**src/rtl/resta_serial_4bits_if.sv**
```systemverilog
// Operand/result bundle for the bit-serial subtractor: request side drives
// the operands and start, the subtractor returns handshake and difference.
interface resta_serial_4bits_if #(
  parameter int unsigned WIDTH = 4
);
  logic             start;
  logic [WIDTH-1:0] A;
  logic [WIDTH-1:0] B;
  logic             Bin;
  logic             busy;
  logic             done;
  logic [WIDTH-1:0] D;
  logic             Bout;
  logic [WIDTH:0]   DT;

  modport master (
    output start, A, B, Bin,
    input  busy, done, D, Bout, DT
  );

  modport slave (
    input  start, A, B, Bin,
    output busy, done, D, Bout, DT
  );
endinterface

```
**src/rtl/resta_serial_4bits.sv**
```systemverilog
// Bit-serial D = A - B - Bin using one full-subtractor cell and a registered
// borrow; start/busy/done framing, results held until the next completion.
module resta_serial_4bits #(
  parameter int unsigned WIDTH = 4
) (
  input logic                  clk,
  input logic                  rst,
  resta_serial_4bits_if.slave  bus
);
  localparam int unsigned   CW   = (WIDTH > 1) ? $clog2(WIDTH) : 1;
  localparam logic [CW-1:0] LAST = CW'(WIDTH - 1);

  typedef enum logic [1:0] {IDLE, SHIFT, DONE} state_t;

  state_t           state;
  logic [WIDTH-1:0] a_sr;
  logic [WIDTH-1:0] b_sr;
  logic [WIDTH-1:0] res;
  logic [WIDTH-1:0] d_q;
  logic [CW-1:0]    cnt;
  logic             br;
  logic             bout_q;
  logic             busy_q;
  logic             done_q;
  logic             d_bit;
  logic             br_next;

  always_comb begin
    d_bit   = a_sr[0] ^ b_sr[0] ^ br;
    br_next = (~a_sr[0] & b_sr[0]) | (~(a_sr[0] ^ b_sr[0]) & br);
  end

  always_ff @(posedge clk or posedge rst) begin
    if (rst) begin
      state  <= IDLE;
      a_sr   <= '0;
      b_sr   <= '0;
      res    <= '0;
      d_q    <= '0;
      cnt    <= '0;
      br     <= 1'b0;
      bout_q <= 1'b0;
      busy_q <= 1'b0;
      done_q <= 1'b0;
    end else begin
      unique case (state)
        IDLE: begin
          done_q <= 1'b0;
          if (bus.start) begin
            a_sr   <= bus.A;
            b_sr   <= bus.B;
            br     <= bus.Bin;
            res    <= '0;
            cnt    <= '0;
            busy_q <= 1'b1;
            state  <= SHIFT;
          end
        end
        SHIFT: begin
          a_sr <= a_sr >> 1;
          b_sr <= b_sr >> 1;
          br   <= br_next;
          res  <= {d_bit, res[WIDTH-1:1]};
          cnt  <= cnt + 1'b1;
          // Final bit: publish the assembled difference directly, bypassing res.
          if (cnt == LAST) begin
            d_q    <= {d_bit, res[WIDTH-1:1]};
            bout_q <= br_next;
            busy_q <= 1'b0;
            done_q <= 1'b1;
            state  <= DONE;
          end
        end
        DONE: begin
          done_q <= 1'b0;
          state  <= IDLE;
        end
        default: begin
          busy_q <= 1'b0;
          done_q <= 1'b0;
          state  <= IDLE;
        end
      endcase
    end
  end

  assign bus.busy = busy_q;
  assign bus.done = done_q;
  assign bus.D    = d_q;
  assign bus.Bout = bout_q;
  assign bus.DT   = {bout_q, d_q};
endmodule

```
**src/flat_wrapper.sv**
```systemverilog
// flat-port wrapper written by rule: the top's interface ports become plain ports
module resta_serial_4bits_flat 
#(
  parameter int unsigned WIDTH = 4
)
  (clk, rst, bus_start, bus_A, bus_B, bus_Bin, bus_busy, bus_done, bus_D, bus_Bout, bus_DT);
  resta_serial_4bits_if #(.WIDTH(WIDTH)) bus_i ();
  input logic clk;
  input logic rst;
  input wire logic [$bits(bus_i.start)-1:0] bus_start;
  input wire logic [$bits(bus_i.A)-1:0] bus_A;
  input wire logic [$bits(bus_i.B)-1:0] bus_B;
  input wire logic [$bits(bus_i.Bin)-1:0] bus_Bin;
  output wire logic [$bits(bus_i.busy)-1:0] bus_busy;
  output wire logic [$bits(bus_i.done)-1:0] bus_done;
  output wire logic [$bits(bus_i.D)-1:0] bus_D;
  output wire logic [$bits(bus_i.Bout)-1:0] bus_Bout;
  output wire logic [$bits(bus_i.DT)-1:0] bus_DT;
  assign bus_i.start = bus_start;
  assign bus_i.A = bus_A;
  assign bus_i.B = bus_B;
  assign bus_i.Bin = bus_Bin;
  assign bus_busy = bus_i.busy;
  assign bus_done = bus_i.done;
  assign bus_D = bus_i.D;
  assign bus_Bout = bus_i.Bout;
  assign bus_DT = bus_i.DT;
  resta_serial_4bits #(.WIDTH(WIDTH)) u_core (.clk(clk), .rst(rst), .bus(bus_i));
endmodule
```
**config.mk**
```make
export PLATFORM = sky130hd
export DESIGN_NAME = resta_serial_4bits_flat
export DESIGN_NICKNAME = d
export VERILOG_FILES = /design/src/rtl/resta_serial_4bits_if.sv /design/src/rtl/resta_serial_4bits.sv /design/src/flat_wrapper.sv
export SDC_FILE = /design/constraint.sdc
export NUM_CORES = 1
export LEC_CHECK = 0
export ABC_AREA = 1
export ABC_CLOCK_PERIOD_IN_PS = 1650
export BUFFER_PORTS_ARGS = -buffer_cell sky130_fd_sc_hd__buf_2
export CORE_MARGIN = 2
export CORE_UTILIZATION = 53
export DETAILED_ROUTE_END_ITERATION = 16
export HOLD_SLACK_MARGIN = 0.12
export PLACE_DENSITY_LB_ADDON = 0.1
export SETUP_SLACK_MARGIN = 0.1
export SLEW_MARGIN = 20
export SYNTH_ARGS = -nofsm -noshare
export SYNTH_HDL_FRONTEND = slang
export SYNTH_SLANG_ARGS = --single-unit
```
**constraint.sdc**
```tcl
create_clock -name clk -period 1.65 [get_ports clk]
set_input_delay 0.2475 -clock clk [delete_from_list [all_inputs] [get_ports clk]]
set_output_delay 0.2475 -clock clk [all_outputs]
set_load 0.005 [all_outputs]
```
==> results.json <==
{
  "start_kind": "flop",
  "grt_pass1_vias": 814,
  "ioPinCount": 24,
  "cts_num_sinks": 23,
  "path_class": "reg2reg",
  "core-area_mm2": 0.00194,
  "syn_avg_cell_area_um2": 8.74,
  "required_ps": 1900,
  "avgRoutedWirePerCell_um": 11.6,
  "critPathLaunch": "u_core.state[1]$_DFFE_PP0P_",
  "fmax_ghz": 0.779,
  "die-area_mm2": 0.00242,
  "clock-root-buffer": "clkbuf_4",
  "synth_cells": 124,
  "synth_area_mm2": 0.00108,
  "cp-end-kind": "flop",
  "relSlewSlack": 0.762,
  "wl_um": 2000,
  "rows": 16,
  "drive_gt1_frac": 0.241,
  "max_cap_viol_count": 0,
  "status": "finished, final reports clean",
  "synth.most_common_cell": "nand2_1",
  "finalCritPeriodShare": 0.778,
  "setup_violations": 0,
  "synth_top_area_share": 0.531,
  "synth_common_cells": "nand2_1, dfrtp_1, nand3_1",
  "grt_usage": 0.189,
  "synth.distinct_cells": 17,
  "port_buffers": 23,
  "cp_cell_sequence": "inv_2 > nand2_2 > nand2_2 > nand3_1 > nand2_1",
  "die_h_um": 49.2,
  "antenna_found_initial": 0,
  "via_count": 863,
  "seq_area_frac_synth": 0.531,
  "ys_top_cells_by_area": "dfrtp_1, nand3_1, nand2_1",
  "rsz0062_at_grt": "no",
  "cp_slowest_stage_delay_ps": 450,
  "postSynth.asyncResetShare": 1.00,
  "drt_first_pass_iters": 4,
  "tns_ps": 0,
  "finalHoldViolations": 0,
  "hold_class": "in2reg",
  "postCtsSetupBuffers": 0,
  "clk-insertion-delay-late_ps": 300,
  "reg2reg_from": "u_core.state[1]$_DFFE_PP0P_",
  "routabilityCongestion": 0.757,
  "worstHoldStart": "bus_A[3]",
  "drc": 0,
  "crit_slowest_cell": "dfrtp_1",
  "area_growth_pct": 12.2,
  "syn-num-nets": 138,
  "clock_path_buffers": 2,
  "synth_top_area_cell": "dfrtp_1",
  "fin_crit_ps": 1280,
  "tightest_slew_ps": 357,
  "utilization": 0.626,
  "maxSlewViolCount": 0,
  "cts_hold_buffers": 1,
  "cts_htree_levels": 1,
  "ys_ff_latch": 23,
  "hold_ws_ps": 139,
  "first_iter_violations": 25,
  "path_delay_family": "simple AND/OR/NAND/NOR gates",
  "die_w_um": 49.2,
  "overflow": 0,
  "ant_nets": 0,
  "cts.clk_slew.worst_paths_ps": 120,
  "cts_resized": 0,
  "power.leakage_uw": 0.000675,
  "dp_hpwl_um": 1450,
  "synth_edf_count": 0,
  "crit_top_cell": "nand2_2",
  "cts_buffers": 3,
  "layout.nets": 160,
  "insertedDiodeCount": 0,
  "synth-main-ff-cell": "dfrtp_1",
  "critical_path_arrival_ps": 1530,
  "vias_per_cell": 5.02,
  "fin_skew_ps": 1.60,
  "cts_tree": "built",
  "grt_max_degree": 24,
  "cp_max_fo": 12,
  "peakVddDrop_v": 0.00101,
  "initial_core_util": 0.558,
  "cp_num_buf_inv": 1,
  "p_per_area_mw_per_mm2": 1860,
  "grt_pass1_wl_um": 3560,
  "ys_warn_count": 0
}
[registers in the layout, indices dropped and copies added (netlist names)]
register / flops
u_core.bus.busy: 1
u_core.bus.Bout: 1
u_core.b_sr: 4
u_core.br: 1
u_core.state: 2
u_core.bus.D: 4
u_core.cnt: 2
u_core.a_sr: 4
u_core.res: 3
u_core.bus.done: 1
[final timing paths]
| check | slack [ps] | endpoint | cells after the start |
|---|---|---|---|
| worst max-delay path | 370 | u_core.b_sr[0]$_DFFE_PP0P_ | 5 |
| worst min-delay path | 140 | u_core.a_sr[3]$_DFFE_PP0P_ | 3 |
| worst max register to register | 370 | u_core.b_sr[0]$_DFFE_PP0P_ | 5 |
| worst min register to register | 510 | u_core.res[2]$_DFFE_PP0P_ | 2 |
| max in group asynchronous | 900 | u_core.cnt[1]$_DFFE_PP0P_ | 4 |
| min in group asynchronous | 530 | u_core.state[1]$_DFFE_PP0P_ | 4 |
[worst min-delay path: stages]
cell and delay, ps:
buf_2 70, nand2_1 40, nand2_1 50
[per-layer routing]
| layer | part of all wire | vias to the layer above | GRT usage |
|---|---|---|---|
| met5 | 0 | - | 0 |
| met1 | 0.47 | 408 | 0.263 |
| met2 | 0.47 | 25 | 0.300 |
| li1 | - | 428 | - |
| met4 | 0.0035 | 0 | 0.0619 |
| met3 | 0.052 | 2 | 0.0337 |
[layout make-up]
class                      count  area [µm²]
clock buffer                   4        26.3
fill                         189         726
inverter                      18        68.8
multi-input combinational     75         379
sequential                    23         576
tap                           27        33.8
timing repair buffer          25         133
[placed cells by master (no fill, tap or decap), types with 2 or more instances in the layout]
cell type	Yosys	routed
nand2_1	27	27
buf_2	0	23
dfrtp_1	23	23
nand3_1	21	21
inv_1	15	15
nor2_1	8	8
o21ai_1	8	8
clkbuf_4	0	3
inv_2	2	2
nand2_4	2	2
nand2_2	2	2
nand4_1	2	2
[metrics by stage]
stage          power, µW  instance area [µm²]  cells  worst slack (ps)
6_report            2270                 1220    172               366
5_1_grt             2500                 1220    172               230
4_1_cts             2290                 1220    172               366
3_5_place_dp        2020                 1180    167               391
3_3_place_gp        1990                 1180    167               401
2_1_floorplan       1810                 1080    124               551
[kinds of logic (layout without fill, tap and decap cells)]
| logic type | count (synthesis) | after routing | share of synthesized area |
|---|---|---|---|
| compound gates | 10 | 10 | 0.0473 |
| fa+ha+maj | 2 | 2 | 0.0300 |
| flops | 23 | 23 | 0.531 |
| buf+inv | 26 | 47 | 0.119 |
| simple gates | 63 | 63 | 0.273 |
[report_power, final]
part           internal [µW]  leakage, µW  switching, µW
logic                    405     0.000370            611
registers                819     0.000290            180
clock network           94.1    0.0000150            158
(Power assumes the default switching activity.)
